[config.mk]
export PLATFORM = sky130hd
export DESIGN_NAME = nonrestoring_div
export DESIGN_NICKNAME = d
export VERILOG_FILES = /design/src/rtl/div_pkg.sv /design/src/rtl/div_step.sv /design/src/rtl/nonrestoring_div.sv
export SDC_FILE = /design/constraint.sdc
export NUM_CORES = 1
export LEC_CHECK = 0
export BUFFER_PORTS_ARGS = -buffer_cell sky130_fd_sc_hd__buf_2
export CELL_PAD_IN_SITES_DETAIL_PLACEMENT = 1
export CELL_PAD_IN_SITES_GLOBAL_PLACEMENT = 1
export CORE_MARGIN = 1
export CORE_UTILIZATION = 48
export DETAILED_ROUTE_END_ITERATION = 8
export PLACE_DENSITY_LB_ADDON = 0.1
export SLEW_MARGIN = 15
export SYNTH_ARGS = -nofsm -noshare
export SYNTH_HDL_FRONTEND = slang
export SYNTH_SLANG_ARGS = --single-unit
[constraint.sdc]
create_clock -name clk -period 6.9 [get_ports clk]
set_input_delay 1.38 -clock clk [delete_from_list [all_inputs] [get_ports clk]]
set_output_delay 1.38 -clock clk [all_outputs]
set_load 0.05 [all_outputs]
[src/rtl/div_pkg.sv]
// div_pkg: shared widths, FSM states and saturation constants for the signed divider
package div_pkg;
  localparam int DW_N = 16;
  localparam int DW_D = 8;
  localparam int ITER = 16;
  localparam logic [DW_D-1:0] Q_MAX = 8'h7F;
  localparam logic [DW_D-1:0] Q_MIN = 8'h80;
  typedef enum logic [1:0] {IDLE, RUN, FIX} state_t;
endpackage

[src/rtl/div_step.sv]
// div_step: one combinational restoring iteration on unsigned magnitudes
// prem: 9-bit partial remainder, din: next dividend bit, dvs: divisor magnitude
// prem_next: kept difference or restored shifted value, qbit: quotient bit
module div_step
  import div_pkg::*;
(
  input  logic [DW_D:0]   prem,
  input  logic            din,
  input  logic [DW_D-1:0] dvs,
  output logic [DW_D:0]   prem_next,
  output logic            qbit
);
  // One guard bit above the 9-bit shifted value so the difference sign is exact
  logic [DW_D+1:0] sh, sub, diff;
  logic [DW_D+1:0] c;
  assign sh = {prem, din};
  assign sub = ~{2'b00, dvs};
  assign c[0] = 1'b1;
  for (genvar i = 0; i <= DW_D + 1; i++) begin : g_fa
    assign diff[i] = sh[i] ^ sub[i] ^ c[i];
    if (i <= DW_D) begin : g_c
      assign c[i+1] = (sh[i] & sub[i]) | (c[i] & (sh[i] ^ sub[i]));
    end
  end
  assign qbit = ~diff[DW_D+1];
  assign prem_next = qbit ? diff[DW_D:0] : sh[DW_D:0];
endmodule

[src/rtl/nonrestoring_div.sv]
// nonrestoring_div: sequential 16/8 signed divider, truncating toward zero
// start/dividend/divisor: request and operands, sampled in IDLE
// busy/done: in-flight flag and one-cycle completion pulse
// quotient/remainder/overflow/div_by_zero: results, held until the next completion
module nonrestoring_div
  import div_pkg::*;
(
  input  logic            clk,
  input  logic            rst_n,
  input  logic            start,
  input  logic [DW_N-1:0] dividend,
  input  logic [DW_D-1:0] divisor,
  output logic            busy,
  output logic            done,
  output logic [DW_D-1:0] quotient,
  output logic [DW_D-1:0] remainder,
  output logic            overflow,
  output logic            div_by_zero
);
  localparam int CW = $clog2(ITER);
  state_t state, state_d;
  logic [DW_N-1:0] mag;
  logic [DW_D-1:0] dvs, rem_lo, q_d, r_d;
  logic [DW_D:0] prem, prem_d;
  logic [CW-1:0] cnt;
  logic sign_q, sign_r, dz, qbit, ovf;
  div_step u_step (
    .prem     (prem),
    .din      (mag[DW_N-1]),
    .dvs      (dvs),
    .prem_next(prem_d),
    .qbit     (qbit)
  );
  always_ff @(posedge clk or negedge rst_n)
    if (!rst_n) state <= IDLE;
    else state <= state_d;
  always_comb begin
    state_d = state == IDLE ? (start ? (divisor == '0 ? FIX : RUN) : IDLE) :
              state == RUN  ? (cnt == CW'(ITER - 1) ? FIX : RUN) : IDLE;
  end
  // mag holds the dividend magnitude and fills with quotient bits as it shifts out
  always_comb begin
    ovf = sign_q ? (mag > DW_N'(128)) : (mag > DW_N'(127));
    q_d = dz ? '0 : ovf ? (sign_q ? Q_MIN : Q_MAX) :
          sign_q ? -mag[DW_D-1:0] : mag[DW_D-1:0];
    r_d = dz ? rem_lo : ovf ? '0 : sign_r ? -prem[DW_D-1:0] : prem[DW_D-1:0];
  end
  always_ff @(posedge clk or negedge rst_n)
    if (!rst_n) begin
      done <= 1'b0;
      quotient <= '0;
      remainder <= '0;
      overflow <= 1'b0;
      div_by_zero <= 1'b0;
      mag <= '0;
      dvs <= '0;
      rem_lo <= '0;
      prem <= '0;
      cnt <= '0;
      sign_q <= 1'b0;
      sign_r <= 1'b0;
      dz <= 1'b0;
    end else begin
      done <= state == FIX;
      if (state == IDLE && start) begin
        mag <= dividend[DW_N-1] ? -dividend : dividend;
        dvs <= divisor[DW_D-1] ? -divisor : divisor;
        sign_q <= dividend[DW_N-1] ^ divisor[DW_D-1];
        sign_r <= dividend[DW_N-1];
        dz <= divisor == '0;
        rem_lo <= dividend[DW_D-1:0];
        prem <= '0;
        cnt <= '0;
      end
      if (state == RUN) begin
        mag <= {mag[DW_N-2:0], qbit};
        prem <= prem_d;
        cnt <= cnt + 1'b1;
      end
      if (state == FIX) begin
        quotient <= q_d;
        remainder <= r_d;
        overflow <= ovf & ~dz;
        div_by_zero <= dz;
      end
    end
  assign busy = state != IDLE;
endmodule

==> flow_summary.toml <==
[run_status]
status = "complete, no violations"

[routing]
via_count = 3171
initialDrtViolationCount = 124
wl_mm = 9.450
post_drt_wl_per_cell_um = 16.84
drt-vias-per-instance = 5.652
remaining_drc_errors = 0
antenna_left = 0
dr.pass1.iters = 5

[clock_tree]
cts_sinks = 69
clock_path_buffers = 2
cts_setup_buffers = 0
cts_made_buffers = 9
hold_buffers = 0
clk_latency_ns = 0.34
cts.clk_slew.worst_paths_ns = 0.07
cts_root_buf = "clkbuf_8"
cts_resized = 0
ctsHtreeMaxLevel = 3
cts_tree = "yes"

[critical_path]
max_stage_delay_ns = 0.42
critPathLaunchType = "flop"
cpMaxStageDelayCell = "fa_1"
path_buf_inv = 2
arrival_ns = 4.59
cp_top_family = "adder cells"
cp.required_ns = 7.09
critPathKind = "reg2reg"
cpMostUsedCell = "fa_1"
critical_path.max_fanout = 10
cp-end-kind = "flop"
path_cells = "inv_1, ha_1, inv_1, fa_1, fa_1, fa_1, fa_1, fa_1, fa_1, fa_1, nor2_1, xnor2_2, mux2i_1, o21ai_0"

[synthesis]
synth-compound-area-share = 0.1670
ys_ff_latch = 69
synth_nets = 459
ys_async_sr_fraction = 1.000
synth_fa_ha_area_frac = 0.05632
yosysWarnings = 0
synth-xor-area-share = 0.06647
yosysUniqueCellTypes = 43
netlist_area_sq_mm = 0.003821
synth_edf_count = 0
yosysSeqAreaShare = 0.4519
synth_top_family_by_area = "simple AND/OR/NAND/NOR gates"
synthFlopType = "dfrtp_1"
avgSynthCellArea_sq_um = 9.120
synthMuxAreaShare = 0.03143
netlist_instances = 419
synth-simple-area-share = 0.1801

[timing]
worst_slew_margin_rel = 0.1850
slew_violations = 0
finClkSkew_ns = 0.006953
finalCritPeriodShare = 0.6384
tightest_slew_ns = 1.218
fmax_mhz = 227.0
fin_tns_setup_ns = 0
setup_viol = 0
fin_crit_ns = 4.405
hold_viol = 0
rsz0062_at_grt = "false"

[global_routing]
grt_pass1_wl_mm = 16.57
grt_max_degree = 70
grt_usage = 0.2523
grt_pass1_vias = 3352
grt_overflow = 0
grt_antenna_before_repair = 0

[die]
core_area_sq_mm = 0.007727
num_io_pins = 47
die_area_sq_mm = 0.008322
dieWidth_um = 91.23
num_rows = 32
initial_core_util = 0.4945
die_h_um = 91.23

[pwr]
power.density_mw_per_mm2 = 447.0
power_mw = 1.908
ir_worst_vdd_uv = 192.0
p_leak_nw = 1.987

[final_layout]
final_common_cell = "dfrtp_1"
drive_gt1_frac = 0.1373
final_cell_mix = "dfrtp_1 (69), nand2_1 (68), o21ai_0 (47)"
num_antenna_cells = 0
finalNonFillerCells = 561
nFillCells = 930
nets = 495
area_delta_synth_final_pct = 11.69

[placed_design]
dp_cells = 546
io_buffers = 46
place_hpwl_mm = 6.751
place.gp.congestion = 0.7867

[flow_run]
cap_violations = 0

[hold_path]
hold_class = "reg2reg"
final timing paths:
path | cells after the start | slack (ns) | to | from
max | 14 | 2.50 | prem[1] | mag[15]
min | 2 | 0.48 | rem_lo[3] | rem_lo[3]
max reg2reg | 14 | 2.50 | prem[1] | mag[15]
min reg2reg | 2 | 0.48 | rem_lo[3] | rem_lo[3]
max in group asynchronous | 2 | 5.08 | rem_lo[6] | rst_n
min in group asynchronous | 2 | 1.24 | remainder[4] | rst_n
synth_stat cells (6+ instances only):
cell type / instances / area (sq um)
a22oi_1: 13 / 97.59
o31ai_1: 7 / 52.55
nand2b_1: 7 / 43.79
nor2_1: 27 / 101.4
nand2_1: 68 / 255.2
a21oi_1: 12 / 60.06
xor2_1: 19 / 166.4
clkbuf_1: 19 / 71.32
mux2i_1: 12 / 120.1
xnor2_1: 10 / 87.58
fa_1: 7 / 140.1
or3_1: 7 / 43.79
inv_1: 21 / 78.83
o21ai_0: 47 / 235.2
dfrtp_1: 69 / 1727
ha_1: 6 / 75.07
nand3_1: 13 / 65.06
nor3_1: 6 / 30.03
cell type report:
| class | instances | area, sq um | area share |
|---|---|---|---|
| multi-input combinational | 305 | 1923 | 0.4506 |
| sequential | 69 | 1727 | 0.4046 |
| timing repair buffer | 49 | 252.7 | 0.05922 |
| clock buffer | 13 | 148.9 | 0.03489 |
| tap | 102 | 127.6 | 0.02990 |
| inverter | 21 | 78.83 | 0.01847 |
| clock inverter | 2 | 10.01 | 0.002345 |
cells by family after synthesis:
family          after synthesis
simple gates                150
mux                          12
flops                        69
buf+inv                      45
xor+xnor                     29
fa+ha+maj                    13
compound gates              101
where the power goes:
group          switching (mW)  internal, mW
logic                   0.526         0.338
clock network           0.149         0.138
registers               0.176         0.581
total                   0.851          1.06
worst register-to-register path: cells and delay by family, from the launching register on:
kind	cells	cell delay (ns)
adders and majority gates	8	2.90
DFF	1	0.39
AOI/OAI and AO/OA	1	0.09
muxes	1	0.27
xor gates and xnor gates	1	0.30
buffers and inverters	2	0.13
and+or+nand+nor	1	0.18
metrics by stage:
step                hold WS [ns]  utilization  cell area, sq um  setup WS (ns)
floorplan                 0.4460            -              3821          2.665
global placement          0.4593       0.5308              4101          2.431
detailed placement        0.4640       0.5308              4101          2.307
CTS                       0.4809       0.5513              4260          2.281
global route              0.5056       0.5523              4268          2.276
finish                    0.4768       0.5523              4268          2.495
registers in the layout, indices dropped and copies added (netlist names):
name         flops
mag             16
prem             9
dvs              8
quotient         8
rem_lo           8
remainder        8
cnt              4
state            2
div_by_zero      1
done             1
dz               1
overflow         1
sign_q           1
sign_r           1
layer usage:
metal | part of all wire | vias to the layer above | global-route usage
li1 | - | 1535 | -
met3 | 0.022 | 13 | 0.03434
met4 | 0.013 | 0 | 0.08862
met1 | 0.47 | 1572 | 0.3346
met5 | 0 | - | 0
met2 | 0.49 | 51 | 0.4236
(Power assumes the default switching activity.)
